**config.mk**
```make
export PLATFORM = sky130hd
export DESIGN_NAME = ebi_region_adapter_flat
export DESIGN_NICKNAME = d
export VERILOG_FILES = /design/src/rtl/ebi_pkg.sv /design/src/rtl/ebi_region_adapter_if.sv /design/src/rtl/ebi_lane_steer.sv /design/src/rtl/ebi_region_adapter.sv /design/src/flat_wrapper.sv
export SDC_FILE = /design/constraint.sdc
export NUM_CORES = 1
export LEC_CHECK = 0
export BUFFER_PORTS_ARGS = -buffer_cell sky130_fd_sc_hd__buf_2
export CAP_MARGIN = 20
export CORE_MARGIN = 3
export CORE_UTILIZATION = 30
export CTS_CLUSTER_SIZE = 20
export DETAILED_ROUTE_END_ITERATION = 8
export PLACE_DENSITY = 0.56
export SLEW_MARGIN = 20
export SYNTH_ARGS = -nofsm -noshare
export SYNTH_HDL_FRONTEND = slang
export SYNTH_HIERARCHICAL = 1
export SYNTH_SLANG_ARGS = --single-unit
```
**constraint.sdc**
```tcl
create_clock -name CLK -period 2.19 [get_ports CLK]
set_clock_uncertainty 0.05 [all_clocks]
set_input_delay 0 -clock CLK [delete_from_list [all_inputs] [get_ports CLK]]
set_output_delay 0 -clock CLK [all_outputs]
set_load 0.05 [all_outputs]
```
**src/rtl/ebi_pkg.sv**
```systemverilog
// rtl/ebi_pkg.sv - shared types and encodings for the EBI region adapter
package ebi_pkg;

  localparam logic [1:0] DW_ENC_32  = 2'b00;
  localparam logic [1:0] DW_ENC_16  = 2'b01;
  localparam logic [1:0] DW_ENC_8   = 2'b10;
  localparam logic [1:0] DW_ENC_RSV = 2'b11;

  typedef enum logic [1:0] {
    DW32 = 2'b00,
    DW16 = 2'b01,
    DW8  = 2'b10
  } dw_t;

  typedef enum logic [1:0] {
    ST_IDLE = 2'b00,
    ST_WAIT = 2'b01,
    ST_SUB  = 2'b10,
    ST_DONE = 2'b11
  } ebi_state_t;

  // The reserved width code falls back to a full 32-bit device.
  function automatic dw_t dw_decode(input logic [1:0] enc);
    case (enc)
      DW_ENC_16: return DW16;
      DW_ENC_8:  return DW8;
      default:   return DW32;
    endcase
  endfunction

endpackage

```
**src/rtl/ebi_region_adapter_if.sv**
```systemverilog
// rtl/ebi_region_adapter_if.sv - CPU-side bus-cycle signals of the EBI region adapter
interface ebi_region_adapter_if;

  logic [31:0] A;
  logic [3:0]  BEn;
  logic [1:0]  ST;
  logic        DAn;
  logic        MRQn;
  logic        RW;
  logic        BCYSTn;
  logic [31:0] D_I;
  logic [31:0] D_O;
  logic        READYn;
  logic        SZRQn;

  modport master (
    output A, BEn, ST, DAn, MRQn, RW, BCYSTn, D_I,
    input  D_O, READYn, SZRQn
  );

  modport slave (
    input  A, BEn, ST, DAn, MRQn, RW, BCYSTn, D_I,
    output D_O, READYn, SZRQn
  );

endinterface

```
**src/rtl/ebi_lane_steer.sv**
```systemverilog
// rtl/ebi_lane_steer.sv - byte-lane steering between the 32-bit CPU bus and narrow devices
module ebi_lane_steer
  import ebi_pkg::*;
(
  input  dw_t         dw,
  input  logic        a1,
  input  logic        boff,
  input  logic        two,
  input  logic [3:0]  ben,
  input  logic [31:0] di,
  input  logic [31:0] mem_do,
  input  logic [7:0]  cap,
  output logic [1:0]  mem_a_lo,
  output logic [3:0]  mem_nbe,
  output logic [31:0] mem_di,
  output logic [31:0] rd_data
);

  logic [15:0] di_half;
  logic [1:0]  ben_half;
  logic [7:0]  di_byte;

  always_comb begin
    di_half  = a1 ? di[31:16] : di[15:0];
    ben_half = a1 ? ben[3:2] : ben[1:0];
    di_byte  = boff ? di_half[15:8] : di_half[7:0];

    mem_a_lo = 2'b00;
    mem_nbe  = ben;
    mem_di   = di;
    rd_data  = mem_do;

    // Narrow devices return data on the low lanes; replicate so either CPU half sees it.
    case (dw)
      DW16: begin
        mem_a_lo = {a1, 1'b0};
        mem_nbe  = {2'b11, ben_half};
        mem_di   = {16'h0000, di_half};
        rd_data  = {2{mem_do[15:0]}};
      end
      DW8: begin
        mem_a_lo = {a1, boff};
        mem_nbe  = 4'b1110;
        mem_di   = {24'h000000, di_byte};
        rd_data  = two ? {2{mem_do[7:0], cap}} : {4{mem_do[7:0]}};
      end
      default: ;
    endcase
  end

endmodule

```
**src/rtl/ebi_region_adapter.sv**
```systemverilog
// rtl/ebi_region_adapter.sv - decodes CPU bus cycles into per-region async device accesses
// with programmable wait states and 32/16/8-bit device widths.
module ebi_region_adapter
  import ebi_pkg::*;
#(
  parameter int                 NREG     = 2,
  parameter logic [NREG*32-1:0] REG_BASE = {32'h0000_0000, 32'h8000_0000},
  parameter logic [NREG*32-1:0] REG_MASK = {32'h8000_0000, 32'h8000_0000},
  parameter int                 MAXWS    = 15,
  localparam int                WSW      = $clog2(MAXWS + 1)
) (
  input  logic                  CLK,
  input  logic                  RESn,
  input  logic                  CE,
  ebi_region_adapter_if.slave   bus,
  input  logic [NREG*WSW-1:0]   CFG_WS,
  input  logic [NREG*2-1:0]     CFG_DW,
  output logic [NREG-1:0]       MEM_nCE,
  output logic [31:0]           MEM_A,
  output logic [3:0]            MEM_nBE,
  output logic                  MEM_nWE,
  output logic                  MEM_nOE,
  output logic [31:0]           MEM_DI,
  input  logic [31:0]           MEM_DO
);

  localparam int              IW     = (NREG > 1) ? $clog2(NREG) : 1;
  localparam logic [WSW-1:0]  WS_MAX = WSW'(MAXWS);

  ebi_state_t     state_q, state_d;
  logic           hit_q, hit_d;
  logic [IW-1:0]  idx_q, idx_d;
  logic [WSW-1:0] ws_q, ws_d;
  logic [WSW-1:0] cnt_q, cnt_d;
  dw_t            dw_q, dw_d;
  logic [31:0]    a_q, a_d;
  logic [3:0]     ben_q, ben_d;
  logic           rw_q, rw_d;
  logic [31:0]    di_q, di_d;
  logic           two_q, two_d;
  logic           boff_q, boff_d;
  logic [7:0]     cap_q, cap_d;

  logic           dec_hit;
  logic [IW-1:0]  dec_idx;
  logic [WSW-1:0] dec_ws;
  logic [1:0]     dec_dw;
  logic [1:0]     start_hb;
  logic           start;
  logic           last_cnt;
  logic           ready_c;
  logic           busy;

  logic [1:0]     st_a_lo;
  logic [3:0]     st_nbe;
  logic [31:0]    st_di;
  logic [31:0]    st_rd;

  logic           unused_bits;
  assign unused_bits = ^{bus.ST, a_q[0]};

  // Descending scan so the lowest matching region index wins.
  always_comb begin
    dec_hit = 1'b0;
    dec_idx = '0;
    dec_ws  = '0;
    dec_dw  = DW_ENC_32;
    for (int i = NREG - 1; i >= 0; i--) begin
      if ((bus.A & REG_MASK[i*32 +: 32]) == REG_BASE[i*32 +: 32]) begin
        dec_hit = 1'b1;
        dec_idx = IW'(i);
        dec_ws  = CFG_WS[i*WSW +: WSW];
        dec_dw  = CFG_DW[i*2 +: 2];
      end
    end
  end

  always_comb begin
    start_hb = bus.A[1] ? bus.BEn[3:2] : bus.BEn[1:0];
    start    = (state_q == ST_IDLE) && !bus.BCYSTn && !bus.MRQn && !bus.DAn;
    last_cnt = (cnt_q == ws_q);
    ready_c  = ((state_q == ST_WAIT) && (!hit_q || (last_cnt && !two_q))) ||
               ((state_q == ST_SUB) && last_cnt);
    busy     = ((state_q == ST_WAIT) || (state_q == ST_SUB)) && hit_q;
  end

  always_comb begin
    state_d = state_q;
    hit_d   = hit_q;
    idx_d   = idx_q;
    ws_d    = ws_q;
    cnt_d   = cnt_q;
    dw_d    = dw_q;
    a_d     = a_q;
    ben_d   = ben_q;
    rw_d    = rw_q;
    di_d    = di_q;
    two_d   = two_q;
    boff_d  = boff_q;
    cap_d   = cap_q;

    if (CE) begin
      case (state_q)
        ST_IDLE: begin
          if (start) begin
            state_d = ST_WAIT;
            hit_d   = dec_hit;
            idx_d   = dec_idx;
            ws_d    = (dec_ws > WS_MAX) ? WS_MAX : dec_ws;
            cnt_d   = '0;
            dw_d    = dw_decode(dec_dw);
            a_d     = bus.A;
            ben_d   = bus.BEn;
            rw_d    = bus.RW;
            di_d    = bus.D_I;
            two_d   = (dw_decode(dec_dw) == DW8) && (start_hb == 2'b00);
            // Only the upper byte enabled starts at offset 1; otherwise the lower byte.
            boff_d  = (start_hb == 2'b01);
            cap_d   = '0;
          end
        end
        ST_WAIT, ST_SUB: begin
          if (ready_c) begin
            state_d = ST_DONE;
          end else if (bus.DAn) begin
            state_d = ST_IDLE;
          end else if ((state_q == ST_WAIT) && last_cnt) begin
            state_d = ST_SUB;
            cnt_d   = '0;
            boff_d  = 1'b1;
            cap_d   = MEM_DO[7:0];
          end else begin
            cnt_d = (cnt_q == WS_MAX) ? cnt_q : cnt_q + WSW'(1);
          end
        end
        ST_DONE: state_d = ST_IDLE;
        default: state_d = ST_IDLE;
      endcase
    end
  end

  always_ff @(posedge CLK or negedge RESn) begin
    if (!RESn) begin
      state_q <= ST_IDLE;
      hit_q   <= 1'b0;
      idx_q   <= '0;
      ws_q    <= '0;
      cnt_q   <= '0;
      dw_q    <= DW32;
      a_q     <= '0;
      ben_q   <= 4'hF;
      rw_q    <= 1'b0;
      di_q    <= '0;
      two_q   <= 1'b0;
      boff_q  <= 1'b0;
      cap_q   <= '0;
    end else begin
      state_q <= state_d;
      hit_q   <= hit_d;
      idx_q   <= idx_d;
      ws_q    <= ws_d;
      cnt_q   <= cnt_d;
      dw_q    <= dw_d;
      a_q     <= a_d;
      ben_q   <= ben_d;
      rw_q    <= rw_d;
      di_q    <= di_d;
      two_q   <= two_d;
      boff_q  <= boff_d;
      cap_q   <= cap_d;
    end
  end

  ebi_lane_steer u_steer (
    .dw       (dw_q),
    .a1       (a_q[1]),
    .boff     (boff_q),
    .two      (two_q),
    .ben      (ben_q),
    .di       (di_q),
    .mem_do   (MEM_DO),
    .cap      (cap_q),
    .mem_a_lo (st_a_lo),
    .mem_nbe  (st_nbe),
    .mem_di   (st_di),
    .rd_data  (st_rd)
  );

  // Every device-side output is a pure function of registered state, so CE low freezes them.
  always_comb begin
    MEM_nCE    = busy ? ~(NREG'(1) << idx_q) : '1;
    MEM_nOE    = ~(busy && rw_q);
    MEM_nWE    = ~(busy && !rw_q);
    MEM_A      = busy ? {a_q[31:2], st_a_lo} : '0;
    MEM_nBE    = busy ? st_nbe : 4'hF;
    MEM_DI     = (busy && !rw_q) ? st_di : '0;
    bus.READYn = ~ready_c;
    bus.SZRQn  = ~(ready_c && hit_q && (dw_q != DW32));
    bus.D_O    = (ready_c && hit_q && rw_q) ? st_rd : '0;
  end

endmodule
```
**src/flat_wrapper.sv**
```systemverilog
// flat-port wrapper written by rule: the top's interface ports become plain ports
module ebi_region_adapter_flat import ebi_pkg::*;
#(
  parameter int                 NREG     = 2,
  parameter logic [NREG*32-1:0] REG_BASE = {32'h0000_0000, 32'h8000_0000},
  parameter logic [NREG*32-1:0] REG_MASK = {32'h8000_0000, 32'h8000_0000},
  parameter int                 MAXWS    = 15,
  localparam int                WSW      = $clog2(MAXWS + 1)
)
  (CLK, RESn, CE, CFG_WS, CFG_DW, MEM_nCE, MEM_A, MEM_nBE, MEM_nWE, MEM_nOE, MEM_DI, MEM_DO, bus_A, bus_BEn, bus_ST, bus_DAn, bus_MRQn, bus_RW, bus_BCYSTn, bus_D_I, bus_D_O, bus_READYn, bus_SZRQn);
  ebi_region_adapter_if bus_i ();
  input  logic CLK;
  input  logic RESn;
  input  logic CE;
  input  logic [NREG*WSW-1:0] CFG_WS;
  input  logic [NREG*2-1:0] CFG_DW;
  output logic [NREG-1:0] MEM_nCE;
  output logic [31:0] MEM_A;
  output logic [3:0] MEM_nBE;
  output logic MEM_nWE;
  output logic MEM_nOE;
  output logic [31:0] MEM_DI;
  input  logic [31:0] MEM_DO;
  input wire logic [$bits(bus_i.A)-1:0] bus_A;
  input wire logic [$bits(bus_i.BEn)-1:0] bus_BEn;
  input wire logic [$bits(bus_i.ST)-1:0] bus_ST;
  input wire logic [$bits(bus_i.DAn)-1:0] bus_DAn;
  input wire logic [$bits(bus_i.MRQn)-1:0] bus_MRQn;
  input wire logic [$bits(bus_i.RW)-1:0] bus_RW;
  input wire logic [$bits(bus_i.BCYSTn)-1:0] bus_BCYSTn;
  input wire logic [$bits(bus_i.D_I)-1:0] bus_D_I;
  output wire logic [$bits(bus_i.D_O)-1:0] bus_D_O;
  output wire logic [$bits(bus_i.READYn)-1:0] bus_READYn;
  output wire logic [$bits(bus_i.SZRQn)-1:0] bus_SZRQn;
  assign bus_i.A = bus_A;
  assign bus_i.BEn = bus_BEn;
  assign bus_i.ST = bus_ST;
  assign bus_i.DAn = bus_DAn;
  assign bus_i.MRQn = bus_MRQn;
  assign bus_i.RW = bus_RW;
  assign bus_i.BCYSTn = bus_BCYSTn;
  assign bus_i.D_I = bus_D_I;
  assign bus_D_O = bus_i.D_O;
  assign bus_READYn = bus_i.READYn;
  assign bus_SZRQn = bus_i.SZRQn;
  ebi_region_adapter #(.NREG(NREG), .REG_BASE(REG_BASE), .REG_MASK(REG_MASK), .MAXWS(MAXWS)) u_core (.CLK(CLK), .RESn(RESn), .CE(CE), .bus(bus_i), .CFG_WS(CFG_WS), .CFG_DW(CFG_DW), .MEM_nCE(MEM_nCE), .MEM_A(MEM_A), .MEM_nBE(MEM_nBE), .MEM_nWE(MEM_nWE), .MEM_nOE(MEM_nOE), .MEM_DI(MEM_DI), .MEM_DO(MEM_DO));
endmodule
```
==> impl_metrics.env, run 1 <==
export IMPL_status="complete, but fails checks"
export IMPL_violations="negative hold slack, negative setup slack"
export IMPL_clkLatencyLatePin_ps=350
export IMPL_start_util_pct=30.8
export IMPL_syn_area_um2=5810
export IMPL_place_ws_ps=-2.59
export IMPL_worst_pin_slew_ps=610
export IMPL_crit_required_ps=2140
export IMPL_cts_sinks=92
export IMPL_core_area_um2=18900
export IMPL_io_buffers=223
export IMPL_grt_pass1_wl_um=32000
export IMPL_dieArea_um2=21100
export IMPL_synth_adder_area_share_pct=1.72
export IMPL_stdcell_count=1178
export IMPL_rsz0062_at_grt="yes"
export IMPL_synthSimpleGateAreaFrac_pct=24.1
export IMPL_min_period_ps=2260
export IMPL_irDropWorstVdd_v=0.000676
export IMPL_timing_rr_start="u_core/state_q[0]"
export IMPL_via_per_inst=4.88
export IMPL_grt_start_max_net_pins=45
export IMPL_cts_root_buf="clkbuf_16"
export IMPL_hold_slack_ps=-7.84
export IMPL_max_freq_mhz=443
export IMPL_critPathKind="reg -> out"
export IMPL_layout_setup_ws_ps=-65.1
export IMPL_slew_viol_final=0
export IMPL_drt_iter0_markers=242
export IMPL_grt_ovfl_total=0
export IMPL_die_w_um=145
export IMPL_setup_tns_ps=-646
export IMPL_antenna_found_initial=0
export IMPL_r2r_end="u_core/cnt_q[3]"
export IMPL_synthArstFlopShare_pct=100
export IMPL_synth_top_family_by_area="simple AND/OR/NAND/NOR gates"
export IMPL_gp_congestion=0.812
export IMPL_diodes=0
export IMPL_synth_xor_area_share_pct=0.603
export IMPL_finalSetupViolations=34
export IMPL_htree_levels=3
export IMPL_synth_cell_types=52
export IMPL_synthesis_nets=719
export IMPL_p_leak_nw=4.43
export IMPL_synth_compound_area_share_pct=14.1
export IMPL_worst_setup_path_start_kind="flop"
export IMPL_fillers=1793
export IMPL_maxCapViolations=0
export IMPL_io_pin_count=227
export IMPL_power_density_nw_per_um2=1390
export IMPL_cts_buffers=9
export IMPL_hold_class="in -> reg"
export IMPL_cp_max_fo=16
export IMPL_grt_pass1_vias=5959
export IMPL_vias=5743
export IMPL_arrival_ps=2210
export IMPL_die_height_um=145
export IMPL_r2r_cells=5
export IMPL_drc_errors=0
export IMPL_nets=1042
export IMPL_p_total_mw=12.7
export IMPL_synthCells=590
export IMPL_crit_path_end="bus_D_O[21]"
export IMPL_drt_wirelength_per_cell_um=17.0
export IMPL_muxShareOfSynthArea_pct=15.4
export IMPL_clk_pin_slew_ps=60
export IMPL_rows=50
export IMPL_detail_route_antenna_nets=0
export IMPL_synth_edf_count=0
export IMPL_drive_above_1_share_pct=45.5
export IMPL_synth_yosys_seq_area_share_pct=39.7
export IMPL_period_share_pct=103
export IMPL_synthFlopType="dfrtp_1"
export IMPL_clk_path_buf_depth=2
export IMPL_dpl_instance_area_um2=7350
export IMPL_first_pass_iters=5
export IMPL_avgSynthCellArea_um2=9.85
export IMPL_ys_seq_elements=92
export IMPL_final_hold_violation_count=1
export IMPL_fin_util_pct=48.4
export IMPL_cts_tree="yes"
export IMPL_regToRegSetupSlack_ps=110
export IMPL_maxSlewHeadroom_pct=59.4
export IMPL_track_usage_pct=18.6
export IMPL_end_kind="output port"
export IMPL_wirelength_um=20000
export IMPL_yosys_warnings=6
export IMPL_placed_cells=1059
export IMPL_synthToLayoutAreaGrowth_pct=57.2
export IMPL_finalInstanceArea_um2=9140
export IMPL_cp_startpoint="u_core/dw_q[1]"
export IMPL_detailed_place_hpwl_um=13700
[what timing repair did]
action | 4_1_cts | 5_1_grt
hold endpoints to repair | 120 | 0
endpoints found under the setup margin | 73 | 93
pin swaps | 6 | 6
gates cloned | 0 | 1
hold buffers | 86 | 0
gates resized for setup | 123 | 41
buffers inserted | 10 | 7
[critical path: stages (launching register included)]
cell	delay, ps
dfrtp_1	420
ha_4	310
buf_6	110
nor2b_1	40
buf_4	190
and3_1	200
a221o_1	270
and2_2	180
buf_6	150
[cell usage in the layout, fill, tap and decap left out, types with 8 or more instances in the layout]
master	instances
a21oi_1	12
a221o_1	17
a22o_1	27
a22oi_1	8
and2_1	49
and2_2	31
and3_1	40
buf_2	155
buf_4	62
buf_6	24
buf_8	22
clkbuf_16	9
dfrtp_1	88
dlygate4sd3_1	86
inv_1	11
mux2_2	69
mux2i_1	12
nand2_1	39
nor2_1	29
o21ai_0	26
[kinds of logic after synthesis]
logic type                 Yosys count
AOI/OAI and AO/OA                  109
muxes                               81
and+or+nand+nor                    239
buffers and inverters               57
DFF                                 92
adders and majority gates            8
xor gates and xnor gates             4
[cell usage after synthesis (all sizes together) (8+ instances only)]
master	number	share of area, %
a21oi	14	1.3
a221o	17	2.9
a22o	27	4.1
a22oi	8	1.0
and2	83	9.7
and3	43	4.7
buf	14	1.5
clkbuf	28	1.8
dfrtp	88	38
ha	8	1.7
inv	15	0.97
mux2	69	13
mux2i	12	2.1
nand2	40	2.6
nor2	29	1.9
o21ai	29	2.5
[power by group]
part / leakage (nW) / switching (mW) / total [mW] / internal (mW)
sequential: 1.16 / 0.483 / 2.90 / 2.42
clock: 0.150 / 0.675 / 1.63 / 0.951
combinational: 3.13 / 4.90 / 8.21 / 3.32
[registers in the layout, summed over array words and instances (netlist names)]
register,cells
u_core/cap_q,8
u_core/idx_q,1
u_core/boff_q,1
u_core/ws_q,4
u_core/hit_q,1
u_core/dw_q,2
u_core/rw_q,1
u_core/di_q,32
u_core/a_q,31
u_core/cnt_q,4
u_core/two_q,1
u_core/state_q,2
u_core/ben_q,4
[per-layer routing]
layer / vias to the layer above / track usage (%) / wire (um)
met3: 31 / 4.53 / 1400
met4: 0 / 6.27 / 431
met5: - / 0 / 0
met1: 2745 / 23.2 / 8540
met2: 231 / 31.4 / 9620
li1: 2736 / - / -
[area by class of cell]
class                   count  area [um^2]  area share, %
clock inverters             3         43.8          0.479
inverters                  15         58.8          0.643
clock buffers              13          260           2.85
repair buffers            354         2800           30.7
multi-input cells         441         3340           36.6
well taps                 260          325           3.56
flip-flops and latches     92         2310           25.2
[worst min-delay path by stage]
| stage | startpoint | end | slack [ps] | depth (start not counted) |
|---|---|---|---|---|
| detailed placement | RESn | u_core/a_q[30] | 0.7 | 1 |
| floorplan | RESn | u_core/a_q[10] | -350 | 0 |
| global route | CE | u_core/cnt_q[0] | 4 | 3 |
| global placement | RESn | u_core/a_q[30] | 3 | 1 |
| CTS | CFG_DW[1] | u_core/dw_q[0] | 0.9 | 3 |
| finish | CE | u_core/cnt_q[0] | -8 | 3 |
Note: power is estimated with default switching activity, not from simulation.
==> run 2: changes to the inputs <==
--- a/config.mk
+++ b/config.mk
@@ -15,5 +15,4 @@
 export SLEW_MARGIN = 20
 export SYNTH_ARGS = -nofsm -noshare
 export SYNTH_HDL_FRONTEND = slang
-export SYNTH_HIERARCHICAL = 1
 export SYNTH_SLANG_ARGS = --single-unit
==> impl_metrics.env, run 2 <==
export IMPL_synthArstFlopShare_pct=100
export IMPL_mostFrequentLayoutCells="buf_2 (168), dlygate4sd3_1 (88), dfrtp_1 (87)"
export IMPL_irDropWorstVdd_v=0.000873
export IMPL_clk_pin_slew_ps=60
export IMPL_drt_iter0_markers=296
export IMPL_synth_edf_count=0
export IMPL_maxSlewHeadroom_pct=56.9
export IMPL_clkLatencyLatePin_ps=350
export IMPL_period_share_pct=113
export IMPL_cts_tree="yes"
export IMPL_critPathKind="reg -> out"
export IMPL_power_density_nw_per_um2=1520
export IMPL_ys_seq_elements=92
export IMPL_yosys_warnings=0
export IMPL_min_period_ps=2480
export IMPL_htree_levels=3
export IMPL_arrival_ps=2430
export IMPL_nets=1033
export IMPL_layout_setup_ws_ps=-293
export IMPL_rows=48
export IMPL_synthesis_nets=719
export IMPL_worst_pin_slew_ps=643
export IMPL_setup_tns_ps=-8020
export IMPL_cts_buffers=9
export IMPL_detailed_place_hpwl_um=13200
export IMPL_fillers=1588
export IMPL_cp_max_fo=7
export IMPL_wl_met1_um=8730
export IMPL_via_per_inst=4.97
export IMPL_antenna_found_initial=3
export IMPL_core_area_um2=17700
export IMPL_io_buffers=223
export IMPL_maxCapViolations=0
export IMPL_synth_most_common_cell="dfrtp_1"
export IMPL_synthFlopType="dfrtp_1"
export IMPL_grt_ovfl_total=0
export IMPL_violations="negative setup slack"
export IMPL_crit_required_ps=2140
export IMPL_status="complete, but fails checks"
export IMPL_grt_pass1_vias=5751
export IMPL_finalSetupViolations=43
export IMPL_track_usage_pct=19.4
export IMPL_cts_sinks=92
export IMPL_wl_met3_um=1440
export IMPL_final_hold_violation_count=0
export IMPL_detail_route_antenna_nets=0
export IMPL_top_layer="met5"
export IMPL_p_leak_nw=4.33
export IMPL_synthCells=590
export IMPL_dr_wl_met2_um=9360
export IMPL_final_common_cell="buf_2"
export IMPL_die_w_um=142
export IMPL_max_freq_mhz=403
export IMPL_reg_top3="u_core.di_q (32), u_core.a_q (31), u_core.cap_q (8)"
export IMPL_grt_start_max_net_pins=86
export IMPL_stdcell_count=1136
export IMPL_start_util_pct=31.3
export IMPL_placed_cells=1017
export IMPL_p_total_mw=14.2
export IMPL_drc_errors=0
export IMPL_synth_yosys_seq_area_share_pct=41.8
export IMPL_synthTopCellsByCount="dfrtp_1 (88), mux2_2 (70), nand2_1 (54), nor2_1 (46), and3_1 (39)"
export IMPL_synth_cell_types=46
export IMPL_cts_root_buf="clkbuf_16"
export IMPL_syn_area_um2=5520
export IMPL_vias=5641
export IMPL_gp_congestion=0.840
export IMPL_hold_class="in -> reg"
export IMPL_wirelength_um=19800
export IMPL_end_kind="output port"
export IMPL_rsz0062_at_grt="yes"
export IMPL_place_ws_ps=34.5
export IMPL_fin_util_pct=52.7
export IMPL_synthToLayoutAreaGrowth_pct=68.5
export IMPL_dieArea_um2=20100
export IMPL_yosys_top_cells_area="dfrtp_1 (40%), mux2_2 (14%), and3_1 (4.4%), mux2i_1 (4.4%), nand2_1 (3.7%)"
export IMPL_avgSynthCellArea_um2=9.35
export IMPL_io_pin_count=227
export IMPL_largest_reg_flops=32
export IMPL_drive_above_1_share_pct=47.1
export IMPL_drt_wirelength_per_cell_um=17.4
export IMPL_grt_pass1_wl_um=31100
export IMPL_worst_setup_path_start_kind="flop"
export IMPL_die_height_um=142
export IMPL_yosys_area_top_type="dfrtp_1"
export IMPL_clk_path_buf_depth=2
export IMPL_slew_viol_final=0
export IMPL_yosysTopAreaCellShare_pct=39.9
export IMPL_regMostFlops="u_core.di_q"
export IMPL_first_pass_iters=4
-- run 2: changes by cell type in the layout (fill, tap and decap cells not counted), sizes merged, moves of 14 or more --
cell and delta:
a221o -17, nor2 +17, inv +15, a21oi +24, and2 -67, a311oi +14
a22o -27, nand2 +14
-- run 2: area by class of cell --
| type | instances | area, um^2 | area share, % |
|---|---|---|---|
| Timing Repair Buffer | 349 | 2780 | 29.8 |
| Multi-Input combinational cell | 423 | 3520 | 37.9 |
| Sequential cell | 92 | 2310 | 24.8 |
| Inverter | 29 | 109 | 1.17 |
| Tap cell | 225 | 282 | 3.03 |
| Antenna cell | 2 | 5.00 | 0.0538 |
| Clock buffer | 10 | 229 | 2.46 |
| Clock inverter | 6 | 70.1 | 0.753 |
-- run 2: report_power, final --
group / internal (mW) / switching [mW]
combinational: 3.29 / 6.14
sequential: 2.54 / 0.587
clock: 0.897 / 0.717
total: 6.73 / 7.44
-- run 2: kinds of logic (layout without fill, tap and decap cells) --
kind of cell / after synthesis / count (layout) / synth area share [%]
simple gates: 194 / 195 / 17.7
buf+inv: 76 / 394 / 5.37
xor+xnor: 4 / 4 / 0.635
compound gates: 122 / 122 / 14.1
flops: 92 / 92 / 41.8
fa+ha+maj: 8 / 8 / 1.81
other cells: 0 / 2 / 0
mux: 94 / 94 / 18.6
-- run 2: final timing paths --
check,from,end,slack [ps],depth (start not counted)
worst max register to register,u_core.cnt_q[2],u_core.cnt_q[2],-100,8
worst max-delay path,u_core.cnt_q[2],bus_D_O[22],-290,9
min in group asynchronous,RESn,u_core.di_q[22],150,3
max in group asynchronous,RESn,u_core.di_q[28],1170,3
worst min register to register,u_core.a_q[3],u_core.a_q[3],460,1
worst min-delay path,CFG_DW[1],u_core.dw_q[0],50,4
-- run 2: worst max-delay path, stage by stage (launching register included) --
cell and delay, ps:
dfrtp_2 430, xor2_1 160, nor4_2 370, a31oi_1 160
nand2_1 150, nand3_4 110, buf_12 170, buf_16 150
a211oi_4 190, buf_6 190
-- run 2: what timing repair did --
item | in CTS | in global routing
buffers inserted | 3 | 6
pin swaps | 7 | 5
hold buffers | 88 | 0
gates cloned | 3 | 1
endpoints found under the hold margin | 174 | 0
gates resized for setup | 124 | 31
endpoints found under the setup margin | 65 | 106
-- run 2: routing by layer --
metal,vias up,GRT usage [%]
met5,-,0
li1,2709,-
met1,2691,25.2
met4,4,4.29
met3,24,5.86
met2,213,31.9
-- run 2: through the flow --
stage	cell area (um^2)	hold WS [ps]
CTS	9090	26.2
global placement	7410	-208
global route	9300	75.3
floorplan	5950	-346
detailed placement	7410	-207
finish	9300	48.1
==> run 3: changes to the inputs <==
--- a/config.mk
+++ b/config.mk
@@ -11,7 +11,7 @@
 export CORE_UTILIZATION = 30
 export CTS_CLUSTER_SIZE = 20
 export DETAILED_ROUTE_END_ITERATION = 8
-export PLACE_DENSITY = 0.56
+export PLACE_DENSITY = 0.54
 export SLEW_MARGIN = 20
 export SYNTH_ARGS = -nofsm -noshare
 export SYNTH_HDL_FRONTEND = slang
==> constraint.sdc (replaced) <==
create_clock -name CLK -period 3.1 [get_ports CLK]
set_clock_uncertainty 0.05 [all_clocks]
set_input_delay 0 -clock CLK [delete_from_list [all_inputs] [get_ports CLK]]
set_output_delay 0 -clock CLK [all_outputs]
set_load 0.05 [all_outputs]
==> impl_metrics.env, run 3 (synthesis gave the netlist of run 2 again) <==
export IMPL_cts_sinks=92
export IMPL_critPathBufInv=2
export IMPL_slowest_delay_ps=430
export IMPL_diodes=0
export IMPL_htree_levels=3
export IMPL_grt_pass1_wl_um=28700
export IMPL_cts_setup_buffers=0
export IMPL_cts_root_buf="clkbuf_16"
export IMPL_cp_top_family="simple AND/OR/NAND/NOR gates"
export IMPL_grt_ovfl_total=0
export IMPL_detail_route_antenna_nets=0
export IMPL_arrival_ps=2840
export IMPL_synthToLayoutAreaGrowth_pct=45.6
export IMPL_dieArea_um2=20100
export IMPL_rsz0062_at_grt="no"
export IMPL_cp_max_fo=13
export IMPL_slew_viol_final=0
export IMPL_top_layer="met4"
export IMPL_clkLatencyLatePin_ps=340
export IMPL_cts_buffers=9
export IMPL_rows=48
export IMPL_worst_pin_slew_ps=910
export IMPL_hold_slack_ps=12.5
export IMPL_final_common_cell="buf_2"
export IMPL_nets=1008
export IMPL_period_share_pct=93.2
export IMPL_finalSetupViolations=0
export IMPL_io_buffers=223
export IMPL_setup_tns_ps=0
export IMPL_reg_top3="u_core.di_q (32), u_core.a_q (31), u_core.cap_q (8)"
export IMPL_mostFrequentLayoutCells="buf_2 (222), dfrtp_1 (88), dlygate4sd3_1 (86)"
export IMPL_track_usage_pct=17.8
export IMPL_maxSlewHeadroom_pct=39.4
export IMPL_antenna_found_initial=0
export IMPL_cts_tree="yes"
export IMPL_die_height_um=142
export IMPL_io_pin_count=227
export IMPL_irDropWorstVdd_v=0.000525
export IMPL_min_period_ps=2890
export IMPL_status="completed"
export IMPL_regMostFlops="u_core.di_q"
export IMPL_worst_setup_path_start_kind="flop"
export IMPL_crit_required_ps=3050
export IMPL_hold_class="in -> reg"
export IMPL_die_w_um=142
export IMPL_fillers=1712
export IMPL_max_freq_mhz=346
export IMPL_grt_pass1_vias=5596
export IMPL_wl_met3_um=1120
export IMPL_layout_setup_ws_ps=211
export IMPL_clk_path_buf_depth=2
export IMPL_gp_congestion=0.837
export IMPL_dr_wl_met2_um=8200
export IMPL_end_kind="output port"
export IMPL_largest_reg_flops=32
export IMPL_wl_met1_um=7880
export IMPL_slowest_stage="dfrtp_1"
export IMPL_power_density_nw_per_um2=1060
export IMPL_place_ws_ps=598
export IMPL_start_util_pct=31.3
export IMPL_p_total_mw=8.52
export IMPL_drc_errors=0
export IMPL_maxCapViolations=0
export IMPL_grt_start_max_net_pins=86
export IMPL_core_area_um2=17700
export IMPL_via_per_inst=4.85
export IMPL_drt_wirelength_per_cell_um=16.0
export IMPL_drive_above_1_share_pct=38.1
export IMPL_placed_cells=1007
export IMPL_stdcell_count=1109
export IMPL_clk_pin_slew_ps=70
export IMPL_critPathKind="reg -> out"
export IMPL_detailed_place_hpwl_um=12300
export IMPL_final_hold_violation_count=0
export IMPL_p_leak_nw=4.06
export IMPL_wirelength_um=17700
export IMPL_crit_chain="xor2_1, nor4_2, a31oi_1, nand2_1, nand3_1, buf_4, a311oi_1, buf_2"
export IMPL_vias=5382
export IMPL_first_pass_iters=4
export IMPL_drt_iter0_markers=185
==> run 3: changes by cell type in the layout (fill, tap and decap cells not counted), moves of 10 or more <==
cell      delta
and2_2      -10
nor2_4      -18
buf_6       -43
a311oi_4    -13
buf_8       -10
nor2_1      +19
and2_1      +10
buf_4       -14
a311oi_1    +14
buf_2       +54
==> run 3: path summary, 6_finish.rpt <==
path | startpoint | end | slack, ps | cells past startpoint
hold / removal | CFG_DW[1] | u_core.dw_q[1] | 10 | 3
max in group asynchronous | RESn | u_core.di_q[18] | 2150 | 3
hold reg to reg | u_core.a_q[28] | u_core.a_q[28] | 450 | 1
setup / recovery | u_core.cnt_q[0] | bus_D_O[8] | 210 | 8
setup reg to reg | u_core.state_q[0] | u_core.cap_q[1] | 1100 | 6
min in group asynchronous | RESn | u_core.di_q[26] | 190 | 2
==> run 3: area by class of cell <==
class | instances | area (um^2) | area share (%)
flip-flops and latches | 92 | 2310 | 28.7
clock inverters | 6 | 65.1 | 0.810
inverters | 29 | 109 | 1.35
repair buffers | 325 | 2130 | 26.5
well taps | 225 | 282 | 3.50
multi-input cells | 422 | 2920 | 36.3
clock buffers | 10 | 229 | 2.85
==> run 3: metrics by stage <==
step / cell area, um^2 / utilization [%]
floorplan: 5520 / -
global placement: 6880 / 39.0
detailed placement: 6880 / 39.0
CTS: 8030 / 45.5
global route: 8040 / 45.5
finish: 8040 / 45.5
==> run 3: repair_timing <==
item | 4_1_cts | 5_1_grt
gates resized for setup | 0 | 0
endpoints found under the hold margin | 151 | 0
endpoints found under the setup margin | 0 | 0
hold buffers | 86 | 0
==> run 3: power by group <==
part	switching, mW	leakage, nW	internal (mW)	total [mW]
Sequential	0.437	1.15	1.79	2.23
Clock	0.492	0.142	0.626	1.12
Combinational	3.52	2.77	1.65	5.17
Total	4.45	4.06	4.07	8.52
==> run 3: worst reg2reg max path, delay by kind of cell (launching register included) <==
kind	cells	cell delay, ps
multiplexers	1	210
buffers and inverters	1	130
AND/OR/NAND/NOR	2	570
flip-flops	1	390
AO/OA/AOI/OAI	1	350
adder cells (fa/ha/maj)	1	210
==> run 3: per-layer routing <==
layer | vias up | GRT usage (%)
met5 | - | 0
met4 | 0 | 7.02
met3 | 33 | 3.77
met2 | 186 | 29.3
met1 | 2498 | 22.8
li1 | 2665 | -
